===== src/rtl/perf_pipeline_ctrl.sv =====
// Pipeline performance-counter controller: live event counters, outstanding-request
// latency integration, command-driven snapshot/restart and a registered snapshot read port.
module perf_pipeline_ctrl #(
    parameter int CTR_BITS  = 44,
    parameter int NUM_UNITS = 5,
    parameter int OCC_BITS  = 8
) (
    input  logic                 clk,
    input  logic                 reset,
    input  logic                 enable,
    input  logic                 ibf_stall,
    input  logic                 scb_stall,
    input  logic [NUM_UNITS-1:0] unit_stall,
    input  logic                 ifetch_req,
    input  logic                 ifetch_rsp,
    input  logic                 load_req,
    input  logic                 load_rsp,
    input  logic                 store_req,
    input  logic                 cmd_valid,
    input  logic [1:0]           cmd_op,
    output logic                 cmd_ready,
    input  logic                 rd_req,
    input  logic [3:0]           rd_addr,
    output logic                 rd_rsp_valid,
    output logic [CTR_BITS-1:0]  rd_data
);

    localparam int NUM_CTRS   = NUM_UNITS + 7;
    localparam int IDX_IFETCH = NUM_UNITS + 2;
    localparam int IDX_LOAD   = NUM_UNITS + 3;
    localparam int IDX_STORE  = NUM_UNITS + 4;
    localparam int IDX_IF_LAT = NUM_UNITS + 5;
    localparam int IDX_LD_LAT = NUM_UNITS + 6;

    typedef enum logic {
        ST_IDLE,
        ST_SETTLE
    } state_e;

    state_e                state_q, state_d;
    logic [CTR_BITS-1:0]   live_q   [NUM_CTRS];
    logic [CTR_BITS-1:0]   live_d   [NUM_CTRS];
    logic [CTR_BITS-1:0]   shadow_q [NUM_CTRS];
    logic [CTR_BITS-1:0]   shadow_d [NUM_CTRS];
    logic [CTR_BITS-1:0]   inc      [NUM_CTRS];
    logic [OCC_BITS-1:0]   occ_if_q, occ_if_d;
    logic [OCC_BITS-1:0]   occ_ld_q, occ_ld_d;
    logic                  rd_rsp_valid_q, rd_rsp_valid_d;
    logic [CTR_BITS-1:0]   rd_data_q, rd_data_d;
    logic                  cmd_fire;

    // Saturating up/down tracker; simultaneous req and rsp cancel out.
    function automatic logic [OCC_BITS-1:0] occ_next(input logic [OCC_BITS-1:0] occ,
                                                    input logic req, input logic rsp);
        occ_next = occ;
        if (req && !rsp && occ != '1) begin
            occ_next = occ + 1'b1;
        end else if (rsp && !req && occ != '0) begin
            occ_next = occ - 1'b1;
        end
    endfunction

    always_comb begin
        // NOTE: every combinational output gets a default first so no path can infer a latch.
        state_d   = state_q;
        cmd_ready = 1'b0;
        unique case (state_q)
            ST_IDLE: begin
                cmd_ready = !reset;
                if (cmd_valid) state_d = ST_SETTLE;
            end
            ST_SETTLE: state_d = ST_IDLE;
        endcase
    end

    assign cmd_fire = cmd_valid && cmd_ready;

    always_comb begin
        for (int i = 0; i < NUM_CTRS; i++) inc[i] = '0;
        if (enable) begin
            inc[0] = CTR_BITS'(ibf_stall);
            inc[1] = CTR_BITS'(scb_stall);
            for (int u = 0; u < NUM_UNITS; u++) inc[2+u] = CTR_BITS'(unit_stall[u]);
            inc[IDX_IFETCH] = CTR_BITS'(ifetch_req);
            inc[IDX_LOAD]   = CTR_BITS'(load_req);
            inc[IDX_STORE]  = CTR_BITS'(store_req);
            inc[IDX_IF_LAT] = CTR_BITS'(occ_if_q);
            inc[IDX_LD_LAT] = CTR_BITS'(occ_ld_q);
        end
        // Capture takes the pre-increment value; restart keeps this cycle's events.
        for (int i = 0; i < NUM_CTRS; i++) begin
            shadow_d[i] = (cmd_fire && cmd_op[0]) ? live_q[i] : shadow_q[i];
            live_d[i]   = (cmd_fire && cmd_op[1]) ? inc[i] : live_q[i] + inc[i];
        end
        occ_if_d = occ_next(occ_if_q, ifetch_req, ifetch_rsp);
        occ_ld_d = occ_next(occ_ld_q, load_req, load_rsp);
    end

    // Reads see shadow_q before this edge's capture lands, so they return the old snapshot.
    always_comb begin
        rd_rsp_valid_d = rd_req;
        rd_data_d      = rd_data_q;
        if (rd_req) begin
            rd_data_d = '0;
            for (int i = 0; i < NUM_CTRS; i++) begin
                if (int'(rd_addr) == i) rd_data_d = shadow_q[i];
            end
        end
    end

    // NOTE: sequential state uses non-blocking assignments so every flop samples pre-edge values.
    always_ff @(posedge clk) begin
        if (reset) begin
            // NOTE: the counter arrays are architecturally visible and must read 0, so they are reset.
            state_q        <= ST_IDLE;
            live_q         <= '{default: '0};
            shadow_q       <= '{default: '0};
            occ_if_q       <= '0;
            occ_ld_q       <= '0;
            rd_rsp_valid_q <= 1'b0;
            rd_data_q      <= '0;
        end else begin
            state_q        <= state_d;
            live_q         <= live_d;
            shadow_q       <= shadow_d;
            occ_if_q       <= occ_if_d;
            occ_ld_q       <= occ_ld_d;
            rd_rsp_valid_q <= rd_rsp_valid_d;
            rd_data_q      <= rd_data_d;
        end
    end

    assign rd_rsp_valid = rd_rsp_valid_q;
    assign rd_data      = rd_data_q;

endmodule


===== config.mk =====
export PLATFORM = sky130hd
export DESIGN_NAME = perf_pipeline_ctrl
export DESIGN_NICKNAME = d
export VERILOG_FILES = /design/src/rtl/perf_pipeline_ctrl.sv
export SDC_FILE = /design/constraint.sdc
export NUM_CORES = 2
export LEC_CHECK = 0
export CAP_MARGIN = 10
export CORE_ASPECT_RATIO = 0.6
export CORE_MARGIN = 2
export CORE_UTILIZATION = 40
export DETAILED_ROUTE_END_ITERATION = 16
export PLACE_DENSITY = 0.65
export SLEW_MARGIN = 30
export SYNTH_ARGS = -nofsm -noshare
export SYNTH_HDL_FRONTEND = slang
export SYNTH_SLANG_ARGS = --single-unit

===== constraint.sdc =====
create_clock -name clk -period 3.75 [get_ports clk]
set_input_delay 0.5625 -clock clk [delete_from_list [all_inputs] [get_ports clk]]
set_output_delay 0.5625 -clock clk [all_outputs]
set_load 0.05 [all_outputs]

# Word level (Yosys, flattened, before mapping)
# Cells that the tools add are included.
[classes]
addsub = 16
n_eq_ne = 13
mux = 32
n_bitwise = 1
n_reduce_logical = 21
[op_table]
columns = ["cell", "count"]
rows = [
  ["44-bit two-way mux", 24],
  ["44-bit adder", 12],
  ["485-bit two-way mux", 1],
  ["4-bit equality test (second input constant)", 8],
  ["8-bit two-way mux", 4],
  ["8-bit by 1-bit adder with 8-bit output (second input constant)", 2],
  ["8-bit != test (second input constant)", 2],
  ["8-bit nonzero test", 2],
  ["8-bit by 1-bit subtractor with 8-bit output (second input constant)", 2],
  ["1-bit logical AND", 11],
  ["4-bit by 3-bit equality test with 1-bit output (second input constant)", 2],
  ["1-bit zero test", 5],
  ["4-bit by 2-bit equality test with 1-bit output (second input constant)", 1],
  ["4-bit zero test", 1],
  ["2-bit nonzero test", 2],
  ["1-bit two-way mux", 2],
  ["1-bit case mux with 2 select lines", 1],
  ["1-bit NOT", 1],
]
[word_totals]
register_bits = 1118
inputBits = 23
output_inout_bits = 46

# Logic depth before layout (Yosys ltp)
[depth]
ltp_word = 13
ltp_mapped = 12
mapped_depth_nobuf = 9

# Worst setup path before layout
# OpenSTA, ideal clock, no wires.
[synth_path]
kind = "input to register"
from = "input port enable"
to = "register live_q[40] (netlist bit)"
arrival_time_ns = 2.901
setup_slack_ns = 0.717
cell_stages = 11
path_buffers = 2
cell_sequence = "clkbuf_1 -> and2_1 -> ha_1 -> fa_1 -> a21o_1 -> a41oi_1 -> a31oi_1 -> o211ai_1 -> buf_2 -> or3_1 -> a21oi_1"
[synth_via]
elab_chain_len = 3
[synth_rtl]
columns = ["element", "line", "source"]
rows = [
  ["start, declared", "10", "input logic enable,"],
  ["485-bit two-way mux", "80", "if (enable) begin"],
  ["44-bit adder", "93", "live_d[i] = (cmd_fire && cmd_op[1]) ? inc[i] : live_q[i] + inc[i];"],
  ["44-bit two-way mux", "93", ""],
  ["end signal, assigned", "124", "live_q <= live_d;"],
  ["end, declared", "41", "logic [CTR_BITS-1:0] live_q [NUM_CTRS];"],
]
# Every way passes these cells.
# A chain may end at the register's enable or synchronous reset.

# Worst setup path in the final report
[layout_path]
from = "register occ_ld_q[0]"
to = "register live_q[34] (netlist bit)"
[layout_via]
elab_chain_len = 3
[layout_rtl]
columns = ["element", "line", "source"]
rows = [
  ["start, declared", "47", "logic [OCC_BITS-1:0] occ_ld_q, occ_ld_d;"],
  ["start signal, assigned", "127", "occ_ld_q <= occ_ld_d;"],
  ["485-bit two-way mux", "80", ""],
  ["44-bit adder", "93", ""],
  ["44-bit two-way mux", "93", ""],
]
# Every way passes these cells.

==> implementation parameters <==
Parameter                              Value

Setup path
  Worst stage delay on the critical path    0.53 ns
  Data required time at the worst endpoint    4.40 ns
  Endpoint class of the critical path    register
  Series of cell instances along the critical path    and2_1 -> ha_1 -> fa_1 -> a21o_1 -> a41oi_1 -> a31oi_1 -> o211ai_1 -> buf_4 -> buf_4 -> or3_1 -> a21oi_1
  Category of cells accounting for the largest share of critical-path delay    compound AO/OA/AOI/OAI gates
  Count of buffering cells on the critical path with inverters included    2
  Crit start category    register
  Arrival time of the worst setup path    3.71 ns
  Critical path type    register to register
  Worst-path cell with the longest stage delay    a31oi_1
  Worst-path fanout max    9
  Most prevalent standard cell on the critical path    buf_4

Routing
  Routed Antenna Nets    0
  Routed wirelength normalized by instance count    20.3 µm
  Remaining design rule violation count    0
  First-pass iteration count of the detailed router    6
  Post-detailed-route via-to-cell ratio    5.62
  Final WL    155000 µm
  DRC violation total after the first TritonRoute iteration    5265
  Via count    43059

Finish
  Number of nets at the end of the flow    6037
  Syn-to-layout area delta    12.7%
  Commonest cells after routing, fill and taps aside    1308 x nand2_1, 1118 x dfxtp_1, 713 x a21oi_1, 587 x nor2_1, 298 x xor2_1
  Post-route cell area    0.0548 mm²
  Most common cell after layout, fill and taps aside    nand2_1
  Proportion of layout cells with a drive suffix above 1    6.41%

Logic synthesis
  Sequential cell area fraction in the yosys report    46.1%
  Largest area contributor in the synthesized netlist    dfxtp_1
  Number of enable flip-flop cells after synthesis    0
  Main synth FF type    dfxtp_1
  Syn avg cell area    8.06 µm²
  Share of the synthesized area in the top cell type    46.1%
  Number of different library cells in the post-synthesis netlist    71
  Number of instances in the synthesized netlist    6029
  Syn. warnings    0
  Post-Synthesis Net Count    6104
  Area of the mapped netlist    0.0486 mm²
  Largest cells by area after synthesis    dfxtp_1 46%, nand2_1 10%, a21oi_1 7.3%
  Register bit total from synthesis    1118
  Share of async-settable or async-resettable flops after synthesis    0%

Clock tree
  Gates resized, CTS repair    0
  Count of H-tree levels built during CTS    3
  Number of buffers created by CTS    101
  Clock insertion delay at the later pin of the skew report    0.73 ns
  Root buf cell    clkbuf_16
  Clock tree from TritonCTS    done
  Post-CTS clock slew at the launch and capture registers of the worst setup and hold paths    0.07 ns
  Clock Tree Buf Depth    3
  Number of setup buffers added after CTS    0
  Clock Sinks    1118
  Number of buffers inserted by hold repair at cts    0

Pwr
  Final Total Pwr    25.0 mW
  Power per Cell Area    456 mW/mm²
  Worst vdd rail ir drop    0.365 mV
  Static Leak    18.4 nW

Global route
  Remaining global-route overflow    0
  Vias in the first global route    38190
  Initial antenna violation count    7
  Largest net degree at the start of global routing    175
  All-Layer GR Usage    24.3%
  Global-route wire length before repair    236000 µm

Hold path
  Worst Hold Class    input pin to register

Floorplan
  I/O pins    69
  Row cnt    99
  Die X-Extent    454 µm
  Die outline height    274 µm
  Initial core utilization    40.2%
  Area of the core    0.121 mm²
  Area of the die    0.124 mm²

Timing
  Post-route fraction of the period consumed by the critical path    81.7%
  Post-route worst hold slack    0.140 ns
  Maximum clock skew at final layout    0.0277 ns
  Achievable frequency    327 MHz
  Shortest period the worst path allows    3.06 ns
  Setup repair after global routing missed its margin    no
  Final setup violating endpoints    0
  Endpoints failing hold    0
  Worst slew margin relative to its limit    32.6%
  Measured slew at the worst slew-check pin    1.01 ns
  TNS Setup    0 ns
  Final-report max-slew violation count    0

Run status
  Run status    complete, no violations

Placement
  Post-Place Cell Area    0.0515 mm²
  HPWL after detailed placement    108000 µm
  Final weighted congestion of routability-driven global placement    0.886
  IO Port Bufs    68

Run
  Number of max-capacitance violations reported    0
[worst reg2reg max path, delay by kind of cell, from the launching register on]
family | cells | cell delay [ns]
buffers and inverters | 2 | 0.38
DFF | 1 | 0.45
AOI/OAI and AO/OA | 5 | 1.15
and+or+nand+nor | 2 | 0.55
adders and majority gates | 2 | 0.46
[cell families after synthesis]
logic type / count (synthesis) / share of synthesized area, %
AO/OA/AOI/OAI: 1182 / 14.0
buffers and inverters: 450 / 3.51
AND/OR/NAND/NOR: 2671 / 24.6
multiplexers: 96 / 2.14
XOR/XNOR: 460 / 8.29
flip-flops: 1118 / 46.1
adder cells (fa/ha/maj): 52 / 1.40
[registers in the layout, summed over array words and instances (netlist names)]
signal and flops:
live_q 528, shadow_q 528, rd_data 44, occ_if_q 8
occ_ld_q 8, rd_rsp_valid 1, state_q 1
[cell usage after synthesis, drive strengths merged, types with 75 or more instances]
| library cell | n |
|---|---|
| nand2 | 1310 |
| dfxtp | 1118 |
| a21oi | 713 |
| nor2 | 588 |
| clkbuf | 371 |
| xor2 | 298 |
| nand3 | 182 |
| o21ai | 166 |
| xnor2 | 162 |
| nand4 | 121 |
| and3 | 86 |
| and4 | 75 |
[power breakdown]
group | internal (mW) | switching, mW | leakage (nW)
Sequential | 12.0 | 0.179 | 9.02
Clock | 5.86 | 4.77 | 1.61
Combinational | 0.717 | 1.44 | 7.82
Total | 18.6 | 6.39 | 18.4
[worst paths after layout]
path	startpoint	endpoint	slack (ns)	cells past startpoint
setup / recovery	occ_ld_q[0]	live_q[34]	0.69	11
hold reg to reg	shadow_q[157]	shadow_q[157]	0.45	2
setup reg to reg	occ_ld_q[0]	live_q[34]	0.69	11
hold / removal	reset	shadow_q[25]	0.14	2
[through the flow]
stage	util (%)	setup slack, ns	cells
after detailed placement	42.6	0.0781	7475
after floorplan	-	0.717	6029
final	45.3	0.688	7655
after global placement	42.5	0.118	7475
after global routing	45.3	0.537	7653
after CTS	45.3	0.790	7653
[layer usage]
metal	vias to the layer above	track usage, %	share of wire (%)
li1	20424	-	-
met1	20768	39.3	50
met2	1657	32.1	39
met3	206	4.57	9.2
met4	4	5.74	2.3
met5	-	0	0.012
[area by class of cell]
cell class                 instances  area, µm²
fill                           11729      66200
multi-input combinational       4461      24600
sequential                      1118      22400
clock buffer                     151       2960
timing repair buffer             226       2270
tap                             1616       2020
clock inverter                    27        333
inverter                          54        203
antenna                            2       5.00
Note: power is estimated with default switching activity, not from simulation.
